--- config.mk ---
export PLATFORM = sky130hd
export DESIGN_NAME = pad_strobe_rx_flat
export DESIGN_NICKNAME = d
export VERILOG_FILES = /design/src/rtl/pad_rx_pkg.sv /design/src/rtl/pad_strobe_rx_if.sv /design/src/rtl/pad_sync2.sv /design/src/rtl/pad_strobe_rx.sv /design/src/flat_wrapper.sv
export SDC_FILE = /design/constraint.sdc
export NUM_CORES = 1
export LEC_CHECK = 0
export ABC_AREA = 1
export CAP_MARGIN = 30
export CORE_MARGIN = 3
export CORE_UTILIZATION = 45
export DETAILED_ROUTE_END_ITERATION = 8
export GPL_TIMING_DRIVEN = 0
export PLACE_DENSITY = 0.68
export RECOVER_POWER = 50
export SYNTH_ARGS = -nofsm -noshare
export SYNTH_HDL_FRONTEND = slang
export SYNTH_SLANG_ARGS = --single-unit
--- constraint.sdc ---
create_clock -name clk -period 4.6 [get_ports clk]
set_clock_uncertainty 0.2 [all_clocks]
set_input_delay 0.92 -clock clk [delete_from_list [all_inputs] [get_ports clk]]
set_output_delay 0.92 -clock clk [all_outputs]
set_load 0.02 [all_outputs]
--- src/rtl/pad_rx_pkg.sv ---
// pad_rx_pkg: shared types and the pad-pair decode helper for the strobe receiver
//   state_e    receiver FSM states
//   dec_t      decoded pad sample {valid, level}
//   pad_decode maps one synchronised pad_h/pad_l sample to dec_t
package pad_rx_pkg;

    typedef enum logic [2:0] {
        ST_IDLE,
        ST_TURN,
        ST_PRE,
        ST_ACTIVE,
        ST_ERROR
    } state_e;

    typedef struct packed {
        logic valid;
        logic level;
    } dec_t;

    // Case equality makes an X/Z leg decode as invalid in simulation;
    // hardware legs are always 0/1, so this reduces to plain compares.
    function automatic dec_t pad_decode(logic h, logic l, bit diff);
        dec_t d;
        d.level = h;
        d.valid = diff ? ((h === 1'b1) && (l === 1'b0)) || ((h === 1'b0) && (l === 1'b1))
                       : (h === 1'b0) || (h === 1'b1);
        return d;
    endfunction

endpackage

--- src/rtl/pad_strobe_rx_if.sv ---
// pad_strobe_rx_if: control, pad and result signals of the strobe receiver
//   en, drv_oe_n, pad_h, pad_l, fault_clr   driven by master, read by receiver
//   rx_active, rx_level, strobe_rise, strobe_fall, edge_cnt, fault   driven by receiver
interface pad_strobe_rx_if #(
    parameter int CNT_W = 8
);

    logic             en;
    logic             drv_oe_n;
    logic             pad_h;
    logic             pad_l;
    logic             fault_clr;
    logic             rx_active;
    logic             rx_level;
    logic             strobe_rise;
    logic             strobe_fall;
    logic [CNT_W-1:0] edge_cnt;
    logic             fault;

    modport master (
        output en, drv_oe_n, pad_h, pad_l, fault_clr,
        input  rx_active, rx_level, strobe_rise, strobe_fall, edge_cnt, fault
    );

    modport slave (
        input  en, drv_oe_n, pad_h, pad_l, fault_clr,
        output rx_active, rx_level, strobe_rise, strobe_fall, edge_cnt, fault
    );

endinterface

--- src/rtl/pad_sync2.sv ---
// pad_sync2: two-flop synchroniser for one asynchronous pad leg
//   clk, rst_n   clock, asynchronous active-low reset (flops clear to 0)
//   d            asynchronous input
//   q            synchronised output, two clocks behind d
module pad_sync2 (
    input  logic clk,
    input  logic rst_n,
    input  logic d,
    output logic q
);

    logic meta_q;
    logic sync_q;

    always_ff @(posedge clk or negedge rst_n) begin
        if (!rst_n) begin
            meta_q <= 1'b0;
            sync_q <= 1'b0;
        end else begin
            meta_q <= d;
            sync_q <= meta_q;
        end
    end

    assign q = sync_q;

endmodule

--- src/rtl/pad_strobe_rx.sv ---
// pad_strobe_rx: strobe pad receiver - sync, decode, turnaround guard, preamble lock, edge pulses/count
//   clk, rst_n   clock, asynchronous active-low reset
//   bus (slave)  in:  en, drv_oe_n (1 = pad released), pad_h, pad_l, fault_clr
//                out: rx_active, rx_level, strobe_rise, strobe_fall, edge_cnt, fault
module pad_strobe_rx
    import pad_rx_pkg::*;
#(
    parameter int DIFFERENTIAL = 1,
    parameter int TURN_CYC     = 2,
    parameter int PRE_LEN      = 2,
    parameter int GLITCH_MAX   = 1,
    parameter int CNT_W        = 8
) (
    input logic            clk,
    input logic            rst_n,
    pad_strobe_rx_if.slave bus
);

    localparam int TW = $clog2(TURN_CYC + 1);
    localparam int PW = $clog2(PRE_LEN + 1);
    localparam int GW = $clog2(GLITCH_MAX + 2);

    logic             h_s, l_s;
    state_e           state_q, state_d;
    dec_t             dec_q, dec_d;
    logic [TW-1:0]    turn_q, turn_d;
    logic [PW-1:0]    pre_q, pre_d;
    logic [GW-1:0]    glitch_q, glitch_d;
    logic             level_q, level_d;
    logic [CNT_W-1:0] cnt_q, cnt_d;
    logic             rise_q, rise_d;
    logic             fall_q, fall_d;
    logic             fault_q, fault_d;
    logic             fault_set;

    pad_sync2 u_sync_h (.clk(clk), .rst_n(rst_n), .d(bus.pad_h), .q(h_s));
    pad_sync2 u_sync_l (.clk(clk), .rst_n(rst_n), .d(bus.pad_l), .q(l_s));

    always_comb begin
        dec_d     = pad_decode(h_s, l_s, DIFFERENTIAL != 0);
        state_d   = state_q;
        turn_d    = turn_q;
        pre_d     = pre_q;
        glitch_d  = glitch_q;
        level_d   = level_q;
        cnt_d     = cnt_q;
        rise_d    = 1'b0;
        fall_d    = 1'b0;
        fault_set = 1'b0;
        // Losing enable or the pad going back to the local driver wins over
        // everything: straight to IDLE, no pulse, level/count/fault untouched.
        if (!(bus.en && bus.drv_oe_n)) begin
            state_d = ST_IDLE;
        end else begin
            case (state_q)
                ST_IDLE: begin
                    state_d = ST_TURN;
                    turn_d  = TW'(TURN_CYC - 1);
                end
                ST_TURN: begin
                    if (turn_q == '0) begin
                        state_d = ST_PRE;
                        pre_d   = '0;
                        cnt_d   = '0;
                    end else begin
                        turn_d = turn_q - TW'(1);
                    end
                end
                ST_PRE: begin
                    // The preamble was low, so the locked level starts at 0.
                    if (pre_q == PW'(PRE_LEN)) begin
                        state_d  = ST_ACTIVE;
                        level_d  = 1'b0;
                        glitch_d = '0;
                    end else begin
                        pre_d = (dec_q.valid && !dec_q.level) ? pre_q + PW'(1) : '0;
                    end
                end
                ST_ACTIVE: begin
                    if (!dec_q.valid) begin
                        glitch_d = glitch_q + GW'(1);
                        if (glitch_d > GW'(GLITCH_MAX)) begin
                            state_d   = ST_ERROR;
                            fault_set = 1'b1;
                        end
                    end else begin
                        glitch_d = '0;
                        if (dec_q.level != level_q) begin
                            level_d = dec_q.level;
                            rise_d  = dec_q.level;
                            fall_d  = !dec_q.level;
                            cnt_d   = dec_q.level ? cnt_q + CNT_W'(1) : cnt_q;
                        end
                    end
                end
                default: ;
            endcase
        end
        fault_d = fault_set || (fault_q && !bus.fault_clr);
    end

    always_ff @(posedge clk or negedge rst_n) begin
        if (!rst_n) begin
            state_q  <= ST_IDLE;
            dec_q    <= '0;
            turn_q   <= '0;
            pre_q    <= '0;
            glitch_q <= '0;
            level_q  <= 1'b0;
            cnt_q    <= '0;
            rise_q   <= 1'b0;
            fall_q   <= 1'b0;
            fault_q  <= 1'b0;
        end else begin
            state_q  <= state_d;
            dec_q    <= dec_d;
            turn_q   <= turn_d;
            pre_q    <= pre_d;
            glitch_q <= glitch_d;
            level_q  <= level_d;
            cnt_q    <= cnt_d;
            rise_q   <= rise_d;
            fall_q   <= fall_d;
            fault_q  <= fault_d;
        end
    end

    assign bus.rx_active   = (state_q == ST_ACTIVE);
    assign bus.rx_level    = level_q;
    assign bus.strobe_rise = rise_q;
    assign bus.strobe_fall = fall_q;
    assign bus.edge_cnt    = cnt_q;
    assign bus.fault       = fault_q;

endmodule

--- src/flat_wrapper.sv ---
// flat-port wrapper written by rule: the top's interface ports become plain ports
module pad_strobe_rx_flat import pad_rx_pkg::*;
#(
    parameter int DIFFERENTIAL = 1,
    parameter int TURN_CYC     = 2,
    parameter int PRE_LEN      = 2,
    parameter int GLITCH_MAX   = 1,
    parameter int CNT_W        = 8
)
  (clk, rst_n, bus_en, bus_drv_oe_n, bus_pad_h, bus_pad_l, bus_fault_clr, bus_rx_active, bus_rx_level, bus_strobe_rise, bus_strobe_fall, bus_edge_cnt, bus_fault);
  pad_strobe_rx_if #(.CNT_W(CNT_W)) bus_i ();
  input logic clk;
  input logic rst_n;
  input wire logic [$bits(bus_i.en)-1:0] bus_en;
  input wire logic [$bits(bus_i.drv_oe_n)-1:0] bus_drv_oe_n;
  input wire logic [$bits(bus_i.pad_h)-1:0] bus_pad_h;
  input wire logic [$bits(bus_i.pad_l)-1:0] bus_pad_l;
  input wire logic [$bits(bus_i.fault_clr)-1:0] bus_fault_clr;
  output wire logic [$bits(bus_i.rx_active)-1:0] bus_rx_active;
  output wire logic [$bits(bus_i.rx_level)-1:0] bus_rx_level;
  output wire logic [$bits(bus_i.strobe_rise)-1:0] bus_strobe_rise;
  output wire logic [$bits(bus_i.strobe_fall)-1:0] bus_strobe_fall;
  output wire logic [$bits(bus_i.edge_cnt)-1:0] bus_edge_cnt;
  output wire logic [$bits(bus_i.fault)-1:0] bus_fault;
  assign bus_i.en = bus_en;
  assign bus_i.drv_oe_n = bus_drv_oe_n;
  assign bus_i.pad_h = bus_pad_h;
  assign bus_i.pad_l = bus_pad_l;
  assign bus_i.fault_clr = bus_fault_clr;
  assign bus_rx_active = bus_i.rx_active;
  assign bus_rx_level = bus_i.rx_level;
  assign bus_strobe_rise = bus_i.strobe_rise;
  assign bus_strobe_fall = bus_i.strobe_fall;
  assign bus_edge_cnt = bus_i.edge_cnt;
  assign bus_fault = bus_i.fault;
  pad_strobe_rx #(.DIFFERENTIAL(DIFFERENTIAL), .TURN_CYC(TURN_CYC), .PRE_LEN(PRE_LEN), .GLITCH_MAX(GLITCH_MAX), .CNT_W(CNT_W)) u_core (.clk(clk), .rst_n(rst_n), .bus(bus_i));
endmodule
# --- Yosys cells after proc, flatten, opt, wreduce, memory -nomap -nowiden ---
# Cells that the tools add are included.
word_totals:
  wordCells: 98
  reg_bits: 27
classes:
  n_eq_ne: 21
  n_reduce_logical: 21
  n_mux: 36
  n_lt_le_gt_ge: 1
  n_addsub: 4
ops:
  columns: ["cell", "count"]
  rows:
  - ["2-to-1 mux 8 bit", 4]
  - ["one-hot mux 8 bit (2 select lines)", 1]
  - ["2-to-1 mux 1 bit", 15]
  - ["2-to-1 mux 3 bit", 5]
  - ["2-to-1 mux 2 bit", 6]
  - ["!= test 3 bit, second input constant", 4]
  - ["one-hot mux 2 bit (2 select lines)", 3]
  - ["one-hot mux 3 bit (4 select lines)", 1]
  - ["!= test 2 x 1 -> 1 bit, second input constant", 5]
  - ["AND reduction 5 bit", 2]
  - ["adder 8 x 1 -> 8 bit, second input constant", 1]
  - ["nonzero test 2 bit", 4]
  - ["equality test 3 x 2 -> 1 bit, second input constant", 2]
  - ["AND reduction 3 bit", 2]
  - ["AND reduction 6 bit", 1]
  - ["logical AND 1 bit", 5]
  - ["!= test 5 bit, second input constant", 1]
  - ["adder 2 x 1 -> 2 bit, second input constant", 2]
  - ["=== test 1 bit, second input constant", 4]
  - ["!= test 2 bit, second input constant", 2]
  - ["AND reduction 4 bit", 1]
  - ["equality test 3 x 1 -> 1 bit, second input constant", 1]
  - ["zero test 3 bit", 1]
  - ["equality test 2 bit, second input constant", 1]
  - ["7 further kinds", 9]

# --- Logic depth before layout (Yosys ltp) ---
logic_depth:
  ltp_word: 7
  ltp_mapped: 9
  ltp_nobuf: 9

# --- Cells and area by module ---
# A second synthesis with hierarchy kept.
hier_totals:
  hier_cells: 184
  area_unflattened_um2: 1477.7
modules_own_cells:
  columns: ["module", "n_inst", "cells_per_inst", "area_each_um2"]
  rows:
  - ["pad_strobe_rx", 1, 180, 1377.6]
  - ["pad_sync2", 2, 2, 50.0]

# --- Least setup slack after synthesis ---
# No wires, ideal clock.
synth_path:
  path_kind: "register -> output"
  startpoint: "reg u_core.state_q[2]"
  endpoint: "out bus_rx_active"
  setup_slack_ns: 2.577
  path_stages_with_launch: 5
  required_ns: 3.480
  t_arrival_ns: 0.903
  path_buffers: 1
  path_cell_list: "dfrtp_1 inv_1 nand3_2 inv_2 buf_2"
synth_between:
  elab_chain_len: 1
synth_lines:
  columns: ["item", "line", "text"]
  rows:
  - ["start: declaration", "pad_strobe_rx.sv:24", "state_e state_q, state_d;"]
  - ["start signal: assignment", "pad_strobe_rx.sv:115", "state_q <= state_d;"]
  - ["equality test 3 x 2 -> 1 bit", "pad_strobe_rx.sv:128", "assign bus.rx_active = (state_q == ST_ACTIVE);"]
  - ["end: declaration", "flat_wrapper.sv:19", "output wire logic [$bits(bus_i.rx_active)-1:0] bus_rx_active;"]
# Every way passes these cells.

# --- Final worst setup path ---
# Same ends and word-level chain as after synthesis.

==> summary.md <==
| Metric | Value |
|---|---|
| Period utilization | 0.6709 |
| Clk_lat worst skew | 320 ps |
| Worst hold margin | 170.6 ps |
| P_sw | 0.1083 mW |
| Worst setup path startpoint | u_core.state_q[2]$_DFFE_PN0P_ |
| Total track usage | 0.1563 |
| CP startpoint kind | flop |
| Chip width | 61.53 microns |
| Final #Nets | 199 |
| Post-route cell area | 0.001647 sq mm |
| Post-synth net total | around 170 |
| Synth Instances | 162 |
| RSZ-0062 raised after global routing | no |
| CTS tree | built |
| Die area | 0.003786 sq mm |
| Crit Path Category | flop to output pin |
| Starting Density | 0.4864 |
| Clock buffer depth | 2 |
| Num CTS Buffers | 3 |
| Reg2reg start | u_core.bus.rx_level$_DFFE_PN0P_ |
| R2R depth | 9 |
| Vias in the first global route | 993 |
| Final ANT Viol Nets | 0 |
| Core area | 0.002853 sq mm |
| Final WL | between 2000 and 3000 microns |
| Post-route minimum period | 3086 ps |
| Initial antenna violation count | 0 |
| Layout Cells excl Fill | 217 |
| Die Y | 61.53 microns |
| Diode count | 0 |
| IO Pins | 20 |
| Largest net degree at the start of global routing | 18 |
| Setup Viol. Count Final | 0 |
| Distinct cells, synth | 25 |
| Arrival @ worst endpoint | 1970 ps |
| Residual DRC | 0 |
| Vias per cell | 5.207 |
| Req. time, crit path | 3480 ps |
| Gr ovfl total | 0 |
| Leak | 0.7564 nW |
| Register area share after synthesis | 0.4869 |
| Mapped cell area | approximately 0.0014 sq mm |
| Share of layout cells above drive strength 1 | 0.1129 |
| Reg2reg end | u_core.bus.edge_cnt[6]$_DFFE_PN0P_ |
| Post-CTS Setup Inserts | 0 |
| Avg Synthesized Cell Area | 8.565 sq um |
| YS warnings | 0 |
| Synth Register Bits | 27 |
| Post-synth top area share | 0.4869 |
| First-pass GRT wire length | 4422 microns |
| P&R area growth vs syn | 18.67% |
| Setup total negative slack | 0 ps |
| Row cnt | 19 |
| CTS Sinks | 27 |
| Final hold vios | 0 |
| Slew @ Worst Pin | 872.2 ps |
| WL per Instance | 11.53 microns |
| Worst vdd ir | 0.1309 mV |
| Worst hold path class | flop to flop |
| Flop-to-flop setup slack | approximately 2900 ps |
| Hold-fix buffers at CTS | 0 |
| DR iter-0 viols | 44 |
| TritonRoute pass-1 iters | 4 |
| Relative slew slack | 0.4185 |
| Max FO, Critical Path | 10 |
| Sequential power share | 0.622 |
| Area contributors post-synth | dfrtp_1 49%, nand2_1 9.5%, inv_1 6.2% |
| Placed insts | 213 |
| Clock power frac | 0.246 |
| H-tree depth | 1 |
| Register clock-pin slew on the reported worst setup and hold paths | 140 ps |
| Power per cell area | between 200 and 300 mW/mm^2 |
| Max-Cap Viols | 0 |
| Leading area contributor after synthesis | dfrtp_1 |
| Resized cells post-CTS | 0 |
| Int Pwr | 0.3042 mW |
| Buffers on Ports | 19 |
| Final Max Tran Viols | 0 |
| Critical path endpoint category | output pin |
| Root Buffer | clkbuf_4 |
| Vias | around 1.1k |
| Placed Area | 0.001644 sq mm |
| Maximum clock rate | between 300 and 400 MHz |
| Status | finished, final reports clean |
| Dpl hpwl | 1934 microns |
| RePlAce Congestion | between 0.8 and 0.9 |
| Sw Share | 0.2626 |
| CP Capture Point | bus_rx_active |
| Combinational share of power | 0.132 |
==> synth_stat cells <==
master	number
or2_2	1
nand4_1	2
nand2_1	35
o21ai_2	7
inv_1	23
nor3_4	1
o21bai_1	2
and2_1	1
xnor2_1	1
buf_6	1
nand2_2	3
nand3_4	1
xor2_1	1
a21oi_1	2
buf_2	1
nand3b_1	2
nand3_2	1
o21ai_1	2
o21ai_0	14
nand3_1	15
inv_2	2
nor3_1	1
nor2_1	11
ha_1	5
dfrtp_1	27
==> worst min path at each step <==
stage                                                start                           to  slack, ps  depth (start not counted)
final                     u_core.u_sync_h.meta_q$_DFF_PN0_  u_core.u_sync_h.q$_DFF_PN0_        170                          0
after global placement    u_core.u_sync_h.meta_q$_DFF_PN0_  u_core.u_sync_h.q$_DFF_PN0_        130                          0
after global routing      u_core.u_sync_h.meta_q$_DFF_PN0_  u_core.u_sync_h.q$_DFF_PN0_        190                          0
after floorplan           u_core.u_sync_h.meta_q$_DFF_PN0_  u_core.u_sync_h.q$_DFF_PN0_        130                          0
after CTS                 u_core.u_sync_h.meta_q$_DFF_PN0_  u_core.u_sync_h.q$_DFF_PN0_        180                          0
after detailed placement  u_core.u_sync_h.meta_q$_DFF_PN0_  u_core.u_sync_h.q$_DFF_PN0_        140                          0
==> layout make-up <==
type                    count  area, sq um
flip-flops and latches     27        675.6
repair buffers             20        193.9
clock buffers               4        26.28
inverters                  25        93.84
plain buffers               2        16.27
well taps                  31        38.79
fillers                   269         1206
multi-input cells         108        601.8
==> metal layers <==
layer,GRT usage,vias to the layer above,wire length [microns]
li1,-,567,-
met1,0.2241,536,1223
met2,0.2287,23,1138
met3,0.03564,4,107
met4,0.06061,0,33
met5,0,-,0
==> metrics by stage <==
stage                     power [mW]  worst slack, ps    util
final                         0.4126             1514  0.5772
after global routing          0.4420             1377  0.5772
after CTS                     0.4229             1490  0.5855
after detailed placement      0.3197             1878  0.5763
after global placement        0.3142             1884  0.5667
after floorplan               0.2950             2577       -
==> logic make-up after synthesis <==
kind of cell	after synthesis	share of synthesized area
compound gates	27	0.1199
xor+xnor	2	0.01263
fa+ha+maj	5	0.04509
buf+inv	27	0.07935
flops	27	0.4869
simple gates	74	0.2561
==> state kept, by name, indices dropped and copies added (netlist names) <==
| signal | count |
|---|---|
| u_core.bus.edge_cnt | 8 |
| u_core.state_q | 3 |
| u_core.dec_q | 2 |
| u_core.glitch_q | 2 |
| u_core.pre_q | 2 |
| u_core.turn_q | 2 |
| u_core.bus.fault | 1 |
| u_core.bus.rx_level | 1 |
| u_core.bus.strobe_fall | 1 |
| u_core.bus.strobe_rise | 1 |
| u_core.u_sync_h.meta_q | 1 |
| u_core.u_sync_h.q | 1 |
| u_core.u_sync_l.meta_q | 1 |
| u_core.u_sync_l.q | 1 |
==> power groups by stage <==
stage	combinational (mW)	sequential [mW]	clock, mW
after global placement	0.0532	0.261	0
after global routing	0.0648	0.259	0.119
after floorplan	0.0330	0.262	0
after CTS	0.0584	0.257	0.108
final	0.0543	0.257	0.102
after detailed placement	0.0582	0.262	0
==> critical path, stage by stage, from the launching register on <==
cell	delay [ps]
dfrtp_1	460
inv_1	150
nand3_2	110
inv_2	90
buf_2	210
clkdlybuf4s50_1	640
==> cell usage in the layout (no fill, tap or decap), drive strengths merged, types with 3 or more instances in the layout <==
cell / count
o21ai: 23
nor2: 11
ha: 5
nand3: 17
dfrtp: 27
nand2: 38
clkbuf: 5
clkdlybuf4s50: 16
inv: 25
dlygate4sd3: 3
Power figures use the tool's default switching activity.
